<file path="config.mk">
export PLATFORM = sky130hd
export DESIGN_NAME = multicycle_control_fsm
export DESIGN_NICKNAME = d
export VERILOG_FILES = /design/src/rtl/riscv_pkg.sv /design/src/rtl/multicycle_control_fsm.sv
export SDC_FILE = /design/constraint.sdc
export NUM_CORES = 1
export LEC_CHECK = 0
export BUFFER_PORTS_ARGS = -buffer_cell sky130_fd_sc_hd__buf_2
export CORE_MARGIN = 3
export CORE_UTILIZATION = 57
export DETAILED_ROUTE_END_ITERATION = 12
export GPL_TIMING_DRIVEN = 0
export PLACE_DENSITY_LB_ADDON = 0.3
export SLEW_MARGIN = 20
export SYNTH_ARGS = -nofsm -noshare
export SYNTH_HDL_FRONTEND = slang
export SYNTH_SLANG_ARGS = --single-unit
</file>
<file path="constraint.sdc">
create_clock -name clk -period 4.7 [get_ports clk]
set_input_delay 0.705 -clock clk [delete_from_list [all_inputs] [get_ports clk]]
set_output_delay 0.705 -clock clk [all_outputs]
set_load 0.02 [all_outputs]
</file>
<file path="src/rtl/riscv_pkg.sv">
// Shared definitions for the multicycle RV32I core: controller states, opcodes
// and the datapath select encodings (alu_op values are shared with the ALU decoder).
package riscv_pkg;

  typedef enum logic [3:0] {
    S_FETCH     = 4'd0,
    S_DECODE    = 4'd1,
    S_MEM_ADR   = 4'd2,
    S_MEM_READ  = 4'd3,
    S_MEM_WRITE = 4'd4,
    S_MEM_WB    = 4'd5,
    S_EXEC_R    = 4'd6,
    S_EXEC_I    = 4'd7,
    S_ALU_WB    = 4'd8,
    S_BEQ       = 4'd9,
    S_JAL       = 4'd10
  } state_t;

  localparam logic [6:0] OP_LW   = 7'b0000011;
  localparam logic [6:0] OP_SW   = 7'b0100011;
  localparam logic [6:0] OP_R    = 7'b0110011;
  localparam logic [6:0] OP_IALU = 7'b0010011;
  localparam logic [6:0] OP_BEQ  = 7'b1100011;
  localparam logic [6:0] OP_JAL  = 7'b1101111;

  localparam logic [1:0] RES_ALUOUT = 2'b00;
  localparam logic [1:0] RES_DATA   = 2'b01;
  localparam logic [1:0] RES_ALU    = 2'b10;

  localparam logic [1:0] SRCA_PC    = 2'b00;
  localparam logic [1:0] SRCA_OLDPC = 2'b01;
  localparam logic [1:0] SRCA_RS1   = 2'b10;

  localparam logic [1:0] SRCB_RS2   = 2'b00;
  localparam logic [1:0] SRCB_IMM   = 2'b01;
  localparam logic [1:0] SRCB_FOUR  = 2'b10;

  localparam logic [1:0] ALUOP_ADD   = 2'b00;
  localparam logic [1:0] ALUOP_SUB   = 2'b01;
  localparam logic [1:0] ALUOP_FUNCT = 2'b10;

endpackage

</file>
<file path="src/rtl/multicycle_control_fsm.sv">
// Main sequencing FSM of the multicycle RV32I core: drives datapath selects and
// strobes, handles the stallable memory handshake and counts retired instructions.
//
// state     | meaning
// FETCH     | read instruction at PC, PC <= PC+4 on mem_ready
// DECODE    | read registers, ALU forms OldPC+imm branch/jump target
// MEM_ADR   | ALU forms rs1+imm load/store address
// MEM_READ  | load request, waits for mem_ready
// MEM_WRITE | store request, waits for mem_ready, retires
// MEM_WB    | write loaded data to rd, retires
// EXEC_R    | register-register ALU operation
// EXEC_I    | register-immediate ALU operation
// ALU_WB    | write ALU-out to rd, retires
// BEQ       | compare rs1-rs2, take target when zero, retires
// JAL       | ALU forms OldPC+4 link value, PC <= target
module multicycle_control_fsm
  import riscv_pkg::*;
#(
  parameter int CNT_W = 32
) (
  input  logic             clk,
  input  logic             rst_n,
  input  logic [6:0]       op,
  input  logic             zero,
  input  logic             mem_ready,
  output logic             mem_req,
  output logic             adr_src,
  output logic             mem_write,
  output logic             ir_write,
  output logic             pc_write,
  output logic             reg_write,
  output logic [1:0]       result_src,
  output logic [1:0]       alu_src_a,
  output logic [1:0]       alu_src_b,
  output logic [1:0]       alu_op,
  output logic             illegal_instr,
  output logic [CNT_W-1:0] instret
);

  state_t state, state_nxt;
  logic   retire;
  logic   pc_update;
  logic   branch;

  always_ff @(posedge clk) begin
    if (!rst_n) begin
      state   <= S_FETCH;
      instret <= '0;
    end else begin
      state <= state_nxt;
      if (retire) instret <= instret + CNT_W'(1);
    end
  end

  always_comb begin
    state_nxt     = state;
    retire        = 1'b0;
    pc_update     = 1'b0;
    branch        = 1'b0;
    mem_req       = 1'b0;
    adr_src       = 1'b0;
    mem_write     = 1'b0;
    ir_write      = 1'b0;
    reg_write     = 1'b0;
    illegal_instr = 1'b0;
    result_src    = RES_ALUOUT;
    alu_src_a     = SRCA_PC;
    alu_src_b     = SRCB_RS2;
    alu_op        = ALUOP_ADD;

    if (!rst_n) begin
      // Strobes stay low; selects idle at their FETCH values.
      state_nxt  = S_FETCH;
      result_src = RES_ALU;
      alu_src_a  = SRCA_PC;
      alu_src_b  = SRCB_FOUR;
      alu_op     = ALUOP_ADD;
    end else begin
      case (state)
        S_FETCH: begin
          mem_req    = 1'b1;
          adr_src    = 1'b0;
          alu_src_a  = SRCA_PC;
          alu_src_b  = SRCB_FOUR;
          alu_op     = ALUOP_ADD;
          result_src = RES_ALU;
          if (mem_ready) begin
            ir_write  = 1'b1;
            pc_update = 1'b1;
            state_nxt = S_DECODE;
          end
        end
        S_DECODE: begin
          alu_src_a = SRCA_OLDPC;
          alu_src_b = SRCB_IMM;
          alu_op    = ALUOP_ADD;
          case (op)
            OP_LW, OP_SW: state_nxt = S_MEM_ADR;
            OP_R:         state_nxt = S_EXEC_R;
            OP_IALU:      state_nxt = S_EXEC_I;
            OP_BEQ:       state_nxt = S_BEQ;
            OP_JAL:       state_nxt = S_JAL;
            default: begin
              illegal_instr = 1'b1;
              state_nxt     = S_FETCH;
            end
          endcase
        end
        S_MEM_ADR: begin
          alu_src_a = SRCA_RS1;
          alu_src_b = SRCB_IMM;
          alu_op    = ALUOP_ADD;
          state_nxt = (op == OP_LW) ? S_MEM_READ : S_MEM_WRITE;
        end
        S_MEM_READ: begin
          mem_req = 1'b1;
          adr_src = 1'b1;
          if (mem_ready) state_nxt = S_MEM_WB;
        end
        S_MEM_WRITE: begin
          mem_req   = 1'b1;
          mem_write = 1'b1;
          adr_src   = 1'b1;
          if (mem_ready) begin
            state_nxt = S_FETCH;
            retire    = 1'b1;
          end
        end
        S_MEM_WB: begin
          result_src = RES_DATA;
          reg_write  = 1'b1;
          state_nxt  = S_FETCH;
          retire     = 1'b1;
        end
        S_EXEC_R: begin
          alu_src_a = SRCA_RS1;
          alu_src_b = SRCB_RS2;
          alu_op    = ALUOP_FUNCT;
          state_nxt = S_ALU_WB;
        end
        S_EXEC_I: begin
          alu_src_a = SRCA_RS1;
          alu_src_b = SRCB_IMM;
          alu_op    = ALUOP_FUNCT;
          state_nxt = S_ALU_WB;
        end
        S_ALU_WB: begin
          result_src = RES_ALUOUT;
          reg_write  = 1'b1;
          state_nxt  = S_FETCH;
          retire     = 1'b1;
        end
        S_BEQ: begin
          alu_src_a  = SRCA_RS1;
          alu_src_b  = SRCB_RS2;
          alu_op     = ALUOP_SUB;
          result_src = RES_ALUOUT;
          branch     = 1'b1;
          state_nxt  = S_FETCH;
          retire     = 1'b1;
        end
        S_JAL: begin
          alu_src_a  = SRCA_OLDPC;
          alu_src_b  = SRCB_FOUR;
          alu_op     = ALUOP_ADD;
          result_src = RES_ALUOUT;
          pc_update  = 1'b1;
          state_nxt  = S_ALU_WB;
        end
        default: state_nxt = S_FETCH;
      endcase
    end
  end

  assign pc_write = pc_update | (branch & zero);

endmodule

</file>
---- Word-level counts from Yosys, hierarchy flattened ----
Cells that the tools add are included.
storage, ports and cells
  output and inout bits ................... 47
  register bits ........................... 36
  input port bits ......................... 11
  logic and storage cells ................. 72
cells by class
  equal/unequal tests ..................... 19
  reductions and logical operators ........ 14
  bitwise operators ....................... 2
  muxes and demuxes ....................... 34
  add/subtract/negate cells ............... 1
operators by type and width
  cell                                                  number
  adder 32 x 1 -> 32 bit (second input constant)        1
  case mux 4 bit (6 select lines)                       1
  case mux 4 bit (5 select lines)                       1
  two-way mux 1 bit                                     18
  equality test 4 x 3 -> 1 bit (second input constant)  4
  case mux 2 bit (2 select lines)                       4
  equality test 7 x 6 -> 1 bit (second input constant)  2
  equality test 7 bit (second input constant)           2
  equality test 4 bit (second input constant)           3
  two-way mux 4 bit                                     3
  OR reduction 2 bit                                    6
  OR reduction 3 bit                                    4
  equality test 4 x 2 -> 1 bit (second input constant)  2
  two-way mux 2 bit                                     4
  equality test 7 x 2 -> 1 bit (second input constant)  1
  equality test 7 x 5 -> 1 bit (second input constant)  1
  inequality test 2 bit (second input constant)         3
  OR reduction 6 bit                                    1
  equality test 4 x 1 -> 1 bit (second input constant)  1
  zero test 4 bit                                       1
  case mux 1 bit (2 select lines)                       2
  OR reduction 4 bit                                    1
  two-way mux 3 bit                                     1
  AND reduction 3 bit                                   1
  other kinds (2)                                       2

---- Logic depth before layout (Yosys ltp) ----
  depth after elaboration ................. 5
  depth in mapped cells ................... 6
  depth with buffers taken out ............ 5

---- Least setup slack after synthesis ----
No wires, ideal clock.
  path kind ............................... input to output
  from .................................... input port op[5]
  to ...................................... output port illegal_instr
  path slack .............................. 2.365 ns
  stages on the path ...................... 4
  required time ........................... 3.995 ns
  buffers on the path ..................... 0
  arrival time ............................ 1.630 ns
  cells stage by stage .................... and3b_1 nand2_1 a21oi_1 nor4_1
on the way
  longest elaborated chain between the ends .. 5
  elaborated cells between the ends (all ways) .. 10
  classes of those cells .................. eq/ne: 6; mux: 3; reduce/logical: 1
ends and longest elaborated chain
  item                                                  RTL line                      source
  start, declared                                       multicycle_control_fsm.sv:23  input logic [6:0] op,
  equality test 7 x 2 -> 1 bit (tied with other cells)  multicycle_control_fsm.sv:97  case (op)
  OR reduction 6 bit (no line) *                        -
  two-way mux 1 bit *                                   multicycle_control_fsm.sv:97
  two-way mux 1 bit *                                   multicycle_control_fsm.sv:79  case (state)
  two-way mux 1 bit *                                   multicycle_control_fsm.sv:71  if (!rst_n) begin
  end, declared                                         multicycle_control_fsm.sv:36  output logic illegal_instr,
Every way passes the cells marked *; elsewhere a longest branch is shown, timed or not.

---- Final worst setup path ----
  from .................................... input port rst_n
  to ...................................... output port alu_src_a[1]
on the way
  longest elaborated chain between the ends .. 1
ends and longest elaborated chain
  item               RTL line                      source
  start, declared    multicycle_control_fsm.sv:22  input logic rst_n,
  two-way mux 2 bit  multicycle_control_fsm.sv:71
  end, declared      multicycle_control_fsm.sv:33  output logic [1:0] alu_src_a,
Every way passes these cells.

==> results.toml <==
[run_status]
outcome = "completed"

[clocking]
clock_tree.root_cell = "sky130_fd_sc_hd__clkbuf_8"
cts.sink_count = 36
tritoncts = "built"
clock_tree.htree_level_count = 2
post-cts-setup-buffers = 0
cts-buffers-inserted = 5
clkSlewWorstSetupHoldPaths_ps = 70
clkLatencyLatePin_ps = 290
postCtsHoldBufs = 0
cts_repair_resize_count = 0
clock_path_buffers = 2

[grt]
globalRoute.totalOverflow = 0
first_pass_grt_wire_length_mm = 8.659
gr-usage-all-layers = 0.2451
via_count_of_the_first_global_routing_pass = 1934
grt_antenna_before_repair = 0
grt_start_max_net_pins = 12

[power_and_ir_drop]
power.switching_mw = 0.1441
p_sw_frac = 0.2466
finalPower_mw = 0.5846
worst_ir_drop_vdd_mv = 0.1210
power.share.clock = 0.387
p_int_mw = 0.4404
share_seq_of_total_power = 0.524
p_leak_nw = 1.110
powerDensity_mw_per_mm2 = 224.4
pwr-share-comb = 0.089

[route]
dr_total_vias = 2266
post_drt_wl_per_cell_um = 13.76
ant_nets = 0
detailedRoute.firstPassIterationCount = 4
drtIter0Drc = 230
vias_per_cell = 5.781
detail_route.wirelength_mm = 5.392
drc_errors = 0

[die]
die_w_um = 67.70
die_height_um = 67.70
ioPinCount = 58
placementRows = 21
start_util = 0.6208
full_die_area_sq_mm = 0.004583
placeable_core_area_sq_mm = 0.003495

[timing]
hold_violations = 0
fin_setup_tns_ps = 0
setup_repair_after_global_routing_missed_its_margin = "false"
fin_worst_skew_ps = 9.544
worst-slew-pin-transition_ps = 631.6
achievable-frequency_mhz = 357.3
worst_slew_margin_rel = 0.5780
setup-violations-final = 0
period_share = 0.5954
period_needed_ps = 2798
maxSlewViolCount = 0

[synth]
postSynth.topFlopCell = "sky130_fd_sc_hd__dfxtp_1"
synth_edf_count = 0
synthDistinctLibCells = 54
synth.avg_cell_area_sq_um = 7.721
syn_nets = 293
synth-async-reset-ratio = 0
yosys_warnings = 0
synthCells = 281
sequential_fraction_of_the_synthesis_area = 0.3322
number_of_register_bits_inferred_by_synthesis = 36
post-synth-top-area-fraction = 0.3322
syn_area_sq_mm = 0.002170
synth.top_cells.by_area = "sky130_fd_sc_hd__dfxtp_1 (33%), sky130_fd_sc_hd__and2_1 (5.8%), sky130_fd_sc_hd__nand2_1 (5.4%)"
synth_largest_area_cell = "sky130_fd_sc_hd__dfxtp_1"

[worst_setup_path]
critical_path.startpoint_type = "input port"
rr_startpoint = "instret[7]$_SDFFE_PN0P_"
ff2ff_path_depth = 6
worst-endpoint-arrival_ps = 2090
critPathMaxStageDelay_ps = 500
critical_path.cell_chain = "buf_2 -> clkbuf_1 -> clkbuf_1 -> o21a_1 -> buf_2"
reg2reg_setup_slack_ps = 2610
critical_path.n_buffers_inverters = 4
worst_flop_to_flop_path_endpoint = "instret[21]$_SDFFE_PN0P_"
crit_fanout = 10
critical-path-slowest-cell = "sky130_fd_sc_hd__clkbuf_1"
crit_path_required_time_ps = 3990
crit_type = "input port to output pin"
critPathCaptureType = "output pin"
worst_path_dominant_cell_family = "buffers and inverters"

[final_layout]
layout-area-overhead-vs-synth_pct = 20.07
final_layout_size_suffix_gt1_frac = 0.2168
finalNetCount = 357
n_antenna_cell = 0

[worst_hold_path]
hold_path.class = "register to register"
worst_hold_startpoint = "instret[29]$_SDFFE_PN0P_"
hold_path_end = "instret[29]$_SDFFE_PN0P_"
number_of_stages_on_the_worst_hold_path = 2

[place]
place.port_buffers = 57
place_hpwl_mm = 4.063
finalWeightedCongestion = 0.9310

[run]
maxCapViolations = 0
## layout by cell type (no fill, tap or decap), types with 3 or more instances in the layout
master	instances
sky130_fd_sc_hd__or3_1	6
sky130_fd_sc_hd__clkbuf_8	6
sky130_fd_sc_hd__nor2b_1	4
sky130_fd_sc_hd__o31ai_1	3
sky130_fd_sc_hd__clkbuf_1	8
sky130_fd_sc_hd__o21ai_0	15
sky130_fd_sc_hd__nand2b_1	4
sky130_fd_sc_hd__dfxtp_1	36
sky130_fd_sc_hd__nor4_1	8
sky130_fd_sc_hd__nand3_1	12
sky130_fd_sc_hd__xnor2_1	10
sky130_fd_sc_hd__nor3_1	7
sky130_fd_sc_hd__buf_2	59
sky130_fd_sc_hd__xor2_1	10
sky130_fd_sc_hd__or4_1	3
sky130_fd_sc_hd__and2_1	20
sky130_fd_sc_hd__inv_1	4
sky130_fd_sc_hd__nor2_1	23
sky130_fd_sc_hd__nand4_1	14
sky130_fd_sc_hd__and3_1	4
sky130_fd_sc_hd__nand2_1	31
sky130_fd_sc_hd__a21oi_1	14
sky130_fd_sc_hd__a21boi_1	4
## Yosys cell counts, types with 2 or more instances
cell type,number
sky130_fd_sc_hd__xor2_1,10
sky130_fd_sc_hd__dfxtp_1,36
sky130_fd_sc_hd__buf_1,2
sky130_fd_sc_hd__a22oi_1,2
sky130_fd_sc_hd__o211ai_1,2
sky130_fd_sc_hd__inv_1,4
sky130_fd_sc_hd__or4_1,3
sky130_fd_sc_hd__nor4_1,8
sky130_fd_sc_hd__o31ai_1,3
sky130_fd_sc_hd__a21boi_1,4
sky130_fd_sc_hd__buf_2,2
sky130_fd_sc_hd__or2_2,2
sky130_fd_sc_hd__nor3b_1,2
sky130_fd_sc_hd__and4_1,2
sky130_fd_sc_hd__nand3_1,12
sky130_fd_sc_hd__nor3_1,7
sky130_fd_sc_hd__a21oi_1,14
sky130_fd_sc_hd__clkbuf_1,8
sky130_fd_sc_hd__and3_1,4
sky130_fd_sc_hd__xnor2_1,10
sky130_fd_sc_hd__and2_1,20
sky130_fd_sc_hd__nand2_1,31
sky130_fd_sc_hd__nor2b_1,4
sky130_fd_sc_hd__o21a_1,2
sky130_fd_sc_hd__nand4_1,14
sky130_fd_sc_hd__o21ai_0,15
sky130_fd_sc_hd__or3_1,6
sky130_fd_sc_hd__nand2b_1,4
sky130_fd_sc_hd__nor2_1,23
## sequential cells by signal (all words and copies together), names as in the netlist
register and flops:
state 4, instret 32
## logic make-up after synthesis
kind of cell             Yosys count  share of synthesized area
AO/OA/AOI/OAI                     52                     0.1488
XOR/XNOR                          20                    0.08073
adder cells (fa/ha/maj)            1                   0.005766
buffers and inverters             17                    0.03056
flip-flops                        36                     0.3322
multiplexers                       1                   0.004614
AND/OR/NAND/NOR                  154                     0.3973
## power by group through the flow
| stage | Combinational [mW] | Clock (mW) | Sequential [mW] |
|---|---|---|---|
| 4_1_cts | 0.0515 | 0.230 | 0.307 |
| 2_1_floorplan | 0.0331 | 0 | 0.313 |
| 6_report | 0.0519 | 0.226 | 0.307 |
| 3_3_place_gp | 0.0507 | 0 | 0.314 |
| 3_5_place_dp | 0.0514 | 0 | 0.314 |
| 5_1_grt | 0.0575 | 0.240 | 0.307 |
## area by class of cell
| cell class | instances | area (sq um) |
|---|---|---|
| fillers | 285 | 889.6 |
| well taps | 46 | 57.56 |
| clock inverters | 2 | 10.01 |
| clock buffers | 6 | 82.58 |
| flip-flops and latches | 36 | 720.7 |
| repair buffers | 57 | 285.3 |
| plain buffers | 12 | 47.55 |
| inverters | 5 | 18.77 |
| multi-input cells | 228 | 1383 |
## metrics by stage
step | cells | utilization | worst slack [ps] | hold slack, ps | area (sq um)
after CTS | 392 | 0.7454 | 1918 | 503.7 | 2605
after detailed placement | 384 | 0.7189 | 1917 | 494.0 | 2512
final | 392 | 0.7454 | 1902 | 500.9 | 2605
after global placement | 384 | 0.7189 | 1942 | 471.2 | 2512
after floorplan | 281 | - | 2365 | 551.8 | 2170
after global routing | 392 | 0.7454 | 1850 | 528.4 | 2605
## worst register-to-register path, delay by kind of cell (launching register included)
| kind | cells | cell delay, ps |
|---|---|---|
| AO/OA/AOI/OAI | 1 | 170 |
| flip-flops | 1 | 440 |
| AND/OR/NAND/NOR | 4 | 1190 |
| buffers and inverters | 1 | 200 |
## worst max path at each step
stage          startpoint       endpoint  slack [ps]  cells after the start
3_3_place_gp        rst_n   alu_src_a[1]        1940                      5
6_report            rst_n   alu_src_a[1]        1900                      5
4_1_cts             rst_n   alu_src_a[1]        1920                      5
5_1_grt             rst_n   alu_src_a[1]        1850                      5
3_5_place_dp        rst_n   alu_src_a[1]        1920                      5
2_1_floorplan       op[5]  illegal_instr        2370                      4
## metal layers
layer / track usage / up-vias / share of wire
met3: 0.03827 / 7 / 0.074
met4: 0.08101 / 0 / 0.014
met5: 0 / - / 0
met2: 0.4083 / 94 / 0.46
met1: 0.3205 / 1024 / 0.45
li1: - / 1141 / -
Power figures use the tool's default switching activity.
